===== config.mk =====
export PLATFORM = sky130hd
export DESIGN_NAME = alu_seq_core
export DESIGN_NICKNAME = d
export VERILOG_FILES = /design/src/rtl/alu_seq_pkg.sv /design/src/rtl/alu_seq_iter.sv /design/src/rtl/alu_seq_core.sv
export SDC_FILE = /design/constraint.sdc
export NUM_CORES = 1
export LEC_CHECK = 0
export ABC_CLOCK_PERIOD_IN_PS = 4900
export CORE_MARGIN = 8
export CORE_UTILIZATION = 35
export DETAILED_ROUTE_END_ITERATION = 7
export MAX_ROUTING_LAYER = met4
export PLACE_DENSITY = 0.51
export SETUP_SLACK_MARGIN = 0.2
export SYNTH_ARGS = -nofsm -noshare
export SYNTH_HDL_FRONTEND = slang
export SYNTH_SLANG_ARGS = --single-unit

===== constraint.sdc =====
create_clock -name clk -period 4.9 [get_ports clk]
set_clock_uncertainty 0.1 [all_clocks]
set_input_delay 0.98 -clock clk [delete_from_list [all_inputs] [get_ports clk]]
set_output_delay 0.98 -clock clk [all_outputs]
set_load 0.01 [all_outputs]

===== src/rtl/alu_seq_pkg.sv =====
// Shared opcodes, FSM states and flag bit positions for the alu_seq_core slice.
package alu_seq_pkg;

  localparam logic [3:0] OP_ADD = 4'd0;
  localparam logic [3:0] OP_SUB = 4'd1;
  localparam logic [3:0] OP_AND = 4'd2;
  localparam logic [3:0] OP_OR  = 4'd3;
  localparam logic [3:0] OP_XOR = 4'd4;
  localparam logic [3:0] OP_NOT = 4'd5;
  localparam logic [3:0] OP_SHL = 4'd6;
  localparam logic [3:0] OP_SHR = 4'd7;
  localparam logic [3:0] OP_MUL = 4'd8;
  localparam logic [3:0] OP_DIV = 4'd9;
  localparam logic [3:0] OP_MOD = 4'd10;
  localparam logic [3:0] OP_CMP = 4'd11;

  typedef enum logic [1:0] {
    LOAD_A = 2'd0,
    LOAD_B = 2'd1,
    EXEC   = 2'd2,
    DONE   = 2'd3
  } state_t;

  localparam int FLAG_ZERO  = 0;
  localparam int FLAG_CARRY = 1;
  localparam int FLAG_OVF   = 2;
  localparam int FLAG_DIV0  = 3;

  localparam logic MODE_MUL = 1'b0;
  localparam logic MODE_DIV = 1'b1;

endpackage


===== src/rtl/alu_seq_iter.sv =====
// Shared iterative unit: shift-add multiplier and restoring divider, one step per cycle for WIDTH cycles.
module alu_seq_iter
  import alu_seq_pkg::*;
#(
  parameter int WIDTH = 8
) (
  input  logic             clk,
  input  logic             reset,
  input  logic             start,
  input  logic             mode,
  input  logic [WIDTH-1:0] a,
  input  logic [WIDTH-1:0] b,
  output logic             done,
  output logic [WIDTH-1:0] low,
  output logic [WIDTH-1:0] high
);

  localparam int CW = $clog2(WIDTH);

  logic             running;
  logic [CW-1:0]    cnt;
  logic [WIDTH-1:0] hi_r;
  logic [WIDTH-1:0] lo_r;

  logic             active;
  logic [CW-1:0]    step;
  logic [WIDTH-1:0] cur_hi;
  logic [WIDTH-1:0] cur_lo;
  logic [WIDTH:0]   sum;
  logic [WIDTH:0]   trial;
  logic             fits;
  logic [WIDTH-1:0] diff;

  // The start cycle performs the first step on the raw operands, so low/high
  // carry the finished result on the same cycle done is asserted.
  always_comb begin
    active = start | running;
    step   = start ? '0 : cnt;
    cur_hi = start ? '0 : hi_r;
    cur_lo = start ? a : lo_r;
    sum    = {1'b0, cur_hi} + (cur_lo[0] ? {1'b0, b} : '0);
    trial  = {cur_hi, cur_lo[WIDTH-1]};
    fits   = (trial >= {1'b0, b});
    diff   = fits ? (trial[WIDTH-1:0] - b) : trial[WIDTH-1:0];
    if (mode == MODE_DIV) begin
      high = diff;
      low  = {cur_lo[WIDTH-2:0], fits};
    end else begin
      high = sum[WIDTH:1];
      low  = {sum[0], cur_lo[WIDTH-1:1]};
    end
    done = active && (step == CW'(WIDTH - 1));
  end

  always_ff @(posedge clk) begin
    if (!reset) begin
      running <= 1'b0;
      cnt     <= '0;
      hi_r    <= '0;
      lo_r    <= '0;
    end else if (active) begin
      hi_r    <= high;
      lo_r    <= low;
      cnt     <= step + CW'(1);
      running <= !done;
    end
  end

endmodule


===== src/rtl/alu_seq_core.sv =====
// Button-driven sequential ALU: capture A, capture B and opcode, execute, hold result for display.
// Optional button debounce filter enabled by defining ALU_SEQ_DEBOUNCE_EN.
module alu_seq_core
  import alu_seq_pkg::*;
#(
  parameter int WIDTH           = 8,
  parameter int DEBOUNCE_CYCLES = 250000
) (
  input  logic             clk,
  input  logic             reset,
  input  logic [WIDTH-1:0] data_in,
  input  logic [3:0]       select,
  input  logic             do_in,
  output logic [WIDTH-1:0] led_a,
  output logic [WIDTH-1:0] led_b,
  output logic [WIDTH-1:0] y,
  output logic [3:0]       flags,
  output logic [1:0]       state_o,
  output logic             busy,
  output logic             done
);

  localparam int SW = $clog2(WIDTH);

  if (WIDTH < 4 || WIDTH > 16 || DEBOUNCE_CYCLES < 1) begin : g_param_check
    $error("alu_seq_core: WIDTH must be 4..16 and DEBOUNCE_CYCLES at least 1");
  end

  state_t           state;
  logic [3:0]       op;
  logic             exec_first;

  logic             sync1;
  logic             sync2;
  logic             level;
  logic             level_q;
  logic             press;

  logic             is_div;
  logic             div0;
  logic             use_iter;
  logic             iter_start;
  logic             iter_done;
  logic [WIDTH-1:0] iter_lo;
  logic [WIDTH-1:0] iter_hi;
  logic             finish;

  logic [WIDTH-1:0]   res_y;
  logic [3:0]         res_flags;
  logic [WIDTH:0]     ext;
  logic [2*WIDTH-1:0] sh_wide;
  logic [SW-1:0]      sh;

  always_ff @(posedge clk) begin
    if (!reset) begin
      sync1   <= 1'b0;
      sync2   <= 1'b0;
      level_q <= 1'b0;
    end else begin
      sync1   <= do_in;
      sync2   <= sync1;
      level_q <= level;
    end
  end

`ifdef ALU_SEQ_DEBOUNCE_EN
  localparam int DCW = $clog2(DEBOUNCE_CYCLES + 1);

  logic [DCW-1:0] db_cnt;
  logic           db_level;

  // The filtered level follows the synchronised level only after it has
  // disagreed for DEBOUNCE_CYCLES consecutive cycles.
  always_ff @(posedge clk) begin
    if (!reset) begin
      db_cnt   <= '0;
      db_level <= 1'b0;
    end else if (sync2 == db_level) begin
      db_cnt <= '0;
    end else if (db_cnt == DCW'(DEBOUNCE_CYCLES - 1)) begin
      db_cnt   <= '0;
      db_level <= sync2;
    end else begin
      db_cnt <= db_cnt + DCW'(1);
    end
  end

  assign level = db_level;
`else
  assign level = sync2;
`endif

  assign press = level & ~level_q;

  assign is_div     = (op == OP_DIV) || (op == OP_MOD);
  assign div0       = is_div && (led_b == '0);
  assign use_iter   = (op == OP_MUL) || (is_div && !div0);
  assign iter_start = (state == EXEC) && exec_first && use_iter;
  assign finish     = (state == EXEC) && (use_iter ? iter_done : 1'b1);
  assign sh         = led_b[SW-1:0];
  assign state_o    = state;

  alu_seq_iter #(.WIDTH(WIDTH)) u_iter (
    .clk   (clk),
    .reset (reset),
    .start (iter_start),
    .mode  (is_div ? MODE_DIV : MODE_MUL),
    .a     (led_a),
    .b     (led_b),
    .done  (iter_done),
    .low   (iter_lo),
    .high  (iter_hi)
  );

  // Shifts use a double-width window so the carry is always the bit just past the result.
  always_comb begin
    res_y     = '0;
    res_flags = '0;
    ext       = '0;
    sh_wide   = '0;
    case (op)
      OP_ADD: begin
        ext = {1'b0, led_a} + {1'b0, led_b};
        res_y = ext[WIDTH-1:0];
        res_flags[FLAG_CARRY] = ext[WIDTH];
        res_flags[FLAG_OVF] = (led_a[WIDTH-1] == led_b[WIDTH-1]) && (ext[WIDTH-1] != led_a[WIDTH-1]);
      end
      OP_SUB: begin
        ext = {1'b0, led_a} - {1'b0, led_b};
        res_y = ext[WIDTH-1:0];
        res_flags[FLAG_CARRY] = ext[WIDTH];
        res_flags[FLAG_OVF] = (led_a[WIDTH-1] != led_b[WIDTH-1]) && (ext[WIDTH-1] != led_a[WIDTH-1]);
      end
      OP_AND: res_y = led_a & led_b;
      OP_OR:  res_y = led_a | led_b;
      OP_XOR: res_y = led_a ^ led_b;
      OP_NOT: res_y = ~led_a;
      OP_SHL: begin
        sh_wide = {{WIDTH{1'b0}}, led_a} << sh;
        res_y = sh_wide[WIDTH-1:0];
        res_flags[FLAG_CARRY] = sh_wide[WIDTH];
      end
      OP_SHR: begin
        sh_wide = {led_a, {WIDTH{1'b0}}} >> sh;
        res_y = sh_wide[2*WIDTH-1:WIDTH];
        res_flags[FLAG_CARRY] = sh_wide[WIDTH-1];
      end
      OP_MUL: begin
        res_y = iter_lo;
        res_flags[FLAG_OVF] = |iter_hi;
      end
      OP_DIV, OP_MOD: begin
        if (div0) begin
          res_y = '1;
          res_flags[FLAG_DIV0] = 1'b1;
        end else begin
          res_y = (op == OP_DIV) ? iter_lo : iter_hi;
        end
      end
      OP_CMP: begin
        if (led_a == led_b)     res_y = '0;
        else if (led_a > led_b) res_y = WIDTH'(1);
        else                    res_y = '1;
      end
      default: ;
    endcase
    if (op <= OP_CMP) res_flags[FLAG_ZERO] = (res_y == '0);
  end

  always_ff @(posedge clk) begin
    if (!reset) begin
      state      <= LOAD_A;
      op         <= OP_ADD;
      exec_first <= 1'b0;
      led_a      <= '0;
      led_b      <= '0;
      y          <= '0;
      flags      <= '0;
      busy       <= 1'b0;
      done       <= 1'b0;
    end else begin
      done <= 1'b0;
      case (state)
        LOAD_A: begin
          if (press) begin
            led_a <= data_in;
            state <= LOAD_B;
          end
        end
        LOAD_B: begin
          if (press) begin
            led_b      <= data_in;
            op         <= select;
            busy       <= 1'b1;
            exec_first <= 1'b1;
            state      <= EXEC;
          end
        end
        EXEC: begin
          exec_first <= 1'b0;
          if (finish) begin
            y     <= res_y;
            flags <= res_flags;
            done  <= 1'b1;
            busy  <= 1'b0;
            state <= DONE;
          end
        end
        DONE: begin
          if (press) state <= LOAD_A;
        end
      endcase
    end
  end

endmodule


==> impl_metrics.env <==
export IMPL_synth_async_reset_ratio=0
export IMPL_synth_nets=908
export IMPL_critical_path_arrival_ns=4.60
export IMPL_crit_path_end_kind="flop"
export IMPL_worst_path_max_fanout=9
export IMPL_clkTransAtPathRegs_ns=0.05
export IMPL_portBuffers=46
export IMPL_outcome="completed"
export IMPL_synth_ff_type="dfxtp_1"
export IMPL_grt_pass1_wl_um=38800
export IMPL_drc=0
export IMPL_cts_max_level=3
export IMPL_cts_inserted_buffers=9
export IMPL_crit_chain="inv_1 > ha_1 > nand2_1 > or4_4 > buf_4 > o211ai_1 > a21boi_2 > nor2_1 > ha_1 > ha_1 > a21o_1 > a21oi_1 > nor3_2 > o221ai_1 > a21oi_2 > o311ai_1 > o311ai_1 > a2111oi_2 > a21oi_1"
export IMPL_fmax_ghz=0.223
export IMPL_gp_congestion=0.988
export IMPL_netlist_area_mm2=0.00619
export IMPL_ioPinCount=47
export IMPL_maxCapViolCount=0
export IMPL_clk_latency_ns=0.33
export IMPL_dieArea_mm2=0.0222
export IMPL_crit_type="reg -> reg"
export IMPL_grt_pass1_vias=6587
export IMPL_drive_above_1_share=0.104
export IMPL_min_period_ns=4.49
export IMPL_grt_max_degree=51
export IMPL_wl_um=25000
export IMPL_final_common_cell="nand2_1"
export IMPL_synth_seq_cells=60
export IMPL_antenna_found_initial=0
export IMPL_start_util=0.358
export IMPL_synth_seq_area_share=0.194
export IMPL_rows=48
export IMPL_powerDensity_mw_per_mm2=241
export IMPL_die_h_um=149
export IMPL_wl_per_cell_um=22.6
export IMPL_nFillCells=1791
export IMPL_hpwl_um=18900
export IMPL_timing_final_crit_share=0.917
export IMPL_cpLargestDelayFamily="compound AO/OA/AOI/OAI gates"
export IMPL_postSynthAreaPerCell_um2=7.32
export IMPL_slowest_delay_ns=0.60
export IMPL_hold_ws_ns=0.330
export IMPL_slew_headroom=0.407
export IMPL_viasPerCell=6.26
export IMPL_cts_max_path_buffers=2
export IMPL_clockRootBuffer="clkbuf_16"
export IMPL_cp_buffers_inverters=2
export IMPL_rsz0062_at_grt="true"
export IMPL_dr_total_vias=6920
export IMPL_fin_nets=940
export IMPL_slew_viol_final=0
export IMPL_cts_tree="built"
export IMPL_ys_warn_count=0
export IMPL_drt_iter0_markers=701
export IMPL_path_common_cell="ha_1"
export IMPL_vdd_ir_drop_worst_mv=0.260
export IMPL_cts_sinks=60
export IMPL_grt_ovfl_total=0
export IMPL_preCtsSetupSlack_ns=0.287
export IMPL_grtUsageTotal=0.229
export IMPL_synth_edff_count=0
export IMPL_layout_core_utilization=0.422
export IMPL_syn2layout_area_growth_pct=17.9
export IMPL_required_ns=5.00
export IMPL_tightestPinTransition_ns=0.887
export IMPL_leakagePower_uw=0.00271
export IMPL_core_area_mm2=0.0173
export IMPL_hold_viol=0
export IMPL_layout_common_cells="107 x nand2_1, 82 x a21oi_1, 65 x nor2_1, 60 x dfxtp_1, 46 x clkdlybuf4s50_1"
export IMPL_slowest_stage="or4_4"
export IMPL_die_x_um=149
export IMPL_cts_hold_buffers=0
export IMPL_synth_cell_type_count=88
export IMPL_cp_start_kind="flop"
export IMPL_postSynthCellCount=846
export IMPL_setup_violations=0
export IMPL_setup_tns_ns=0
export IMPL_first_pass_iters=8
export IMPL_postRouteAntennaNets=0
export IMPL_fin_ws_ns=0.407
export IMPL_diodes=0
export IMPL_hp_class="reg -> reg"
power breakdown:
group	internal, uW	switching [uW]
combinational	222	375
clock	414	214
sequential	515	19.1
logic make-up (layout without fill, tap and decap cells):
logic type | count (synthesis) | in the layout | share of synthesized area
AND/OR/NAND/NOR | 334 | 334 | 0.266
AO/OA/AOI/OAI | 260 | 260 | 0.288
buffers and inverters | 100 | 135 | 0.0634
flip-flops | 60 | 60 | 0.194
adder cells (fa/ha/maj) | 49 | 49 | 0.102
multiplexers | 33 | 33 | 0.0719
XOR/XNOR | 10 | 10 | 0.0141
metrics by stage:
step                cells  instance area [um^2]  total power (uW)
global route         1106                  7300              1840
global placement     1090                  6970              1120
finish               1106                  7300              1760
detailed placement   1090                  6970              1130
CTS                  1104                  7260              1760
floorplan             846                  6190               911
worst paths after layout:
| path | slack (ns) | cells past startpoint | from | endpoint |
|---|---|---|---|---|
| max | 0.41 | 19 | state_o[0] | flags[2] |
| min | 0.33 | 1 | sync1 | level |
| min reg2reg | 0.33 | 1 | sync1 | level |
| max reg2reg | 0.41 | 19 | state_o[0] | flags[2] |
metal layers:
layer,GRT usage,vias to the layer above,wire length [um]
met5,-,-,0
met1,0.313,3313,11600
met4,0.0843,0,826
met2,0.339,351,10800
met3,0.0258,62,1770
li1,-,3194,-
state kept, by name, indices dropped and copies added (netlist names), 2 cells and up:
signal	count
u_iter.hi_r	8
led_a	8
y	8
flags	4
led_b	8
op	4
u_iter.cnt	3
state_o	2
u_iter.lo_r	8
synthesized netlist by cell type (5+ instances only):
library cell,instances,area share
a211oi_1,11,0.013
a21o_1,14,0.017
a21oi_1,83,0.067
a221oi_1,5,0.0071
a22o_1,5,0.0071
a22oi_1,9,0.011
a31oi_1,8,0.0081
a32o_1,6,0.0097
and2_1,15,0.015
and3_1,6,0.0061
buf_1,9,0.0055
buf_2,5,0.0040
clkbuf_1,52,0.032
dfxtp_1,60,0.19
ha_1,44,0.089
inv_1,30,0.018
mux2i_1,22,0.036
mux4_2,9,0.033
nand2_1,108,0.065
nand2b_1,17,0.017
nand3_1,32,0.026
nand4_1,7,0.0071
nor2_1,65,0.039
nor2b_1,15,0.015
nor3_1,27,0.022
nor3b_1,6,0.0073
nor4_1,9,0.0091
o211ai_1,15,0.018
o21ai_0,29,0.023
o221ai_1,7,0.0099
o22ai_1,11,0.011
xnor2_1,6,0.0085
cell type report:
class / count / area [um^2] / area share
well taps: 225 / 282 / 0.0386
flip-flops and latches: 60 / 1200 / 0.165
repair buffers: 89 / 783 / 0.107
inverters: 32 / 120 / 0.0165
clock buffers: 12 / 256 / 0.0351
multi-input cells: 686 / 4620 / 0.633
clock inverters: 2 / 35.0 / 0.00480
what timing repair did:
action | CTS | global route
setup buffers | 0 | 2
setup endpoints to repair | 0 | 7
gates resized for setup | 0 | 8
No activity file was read; power rests on OpenSTA's default activity.
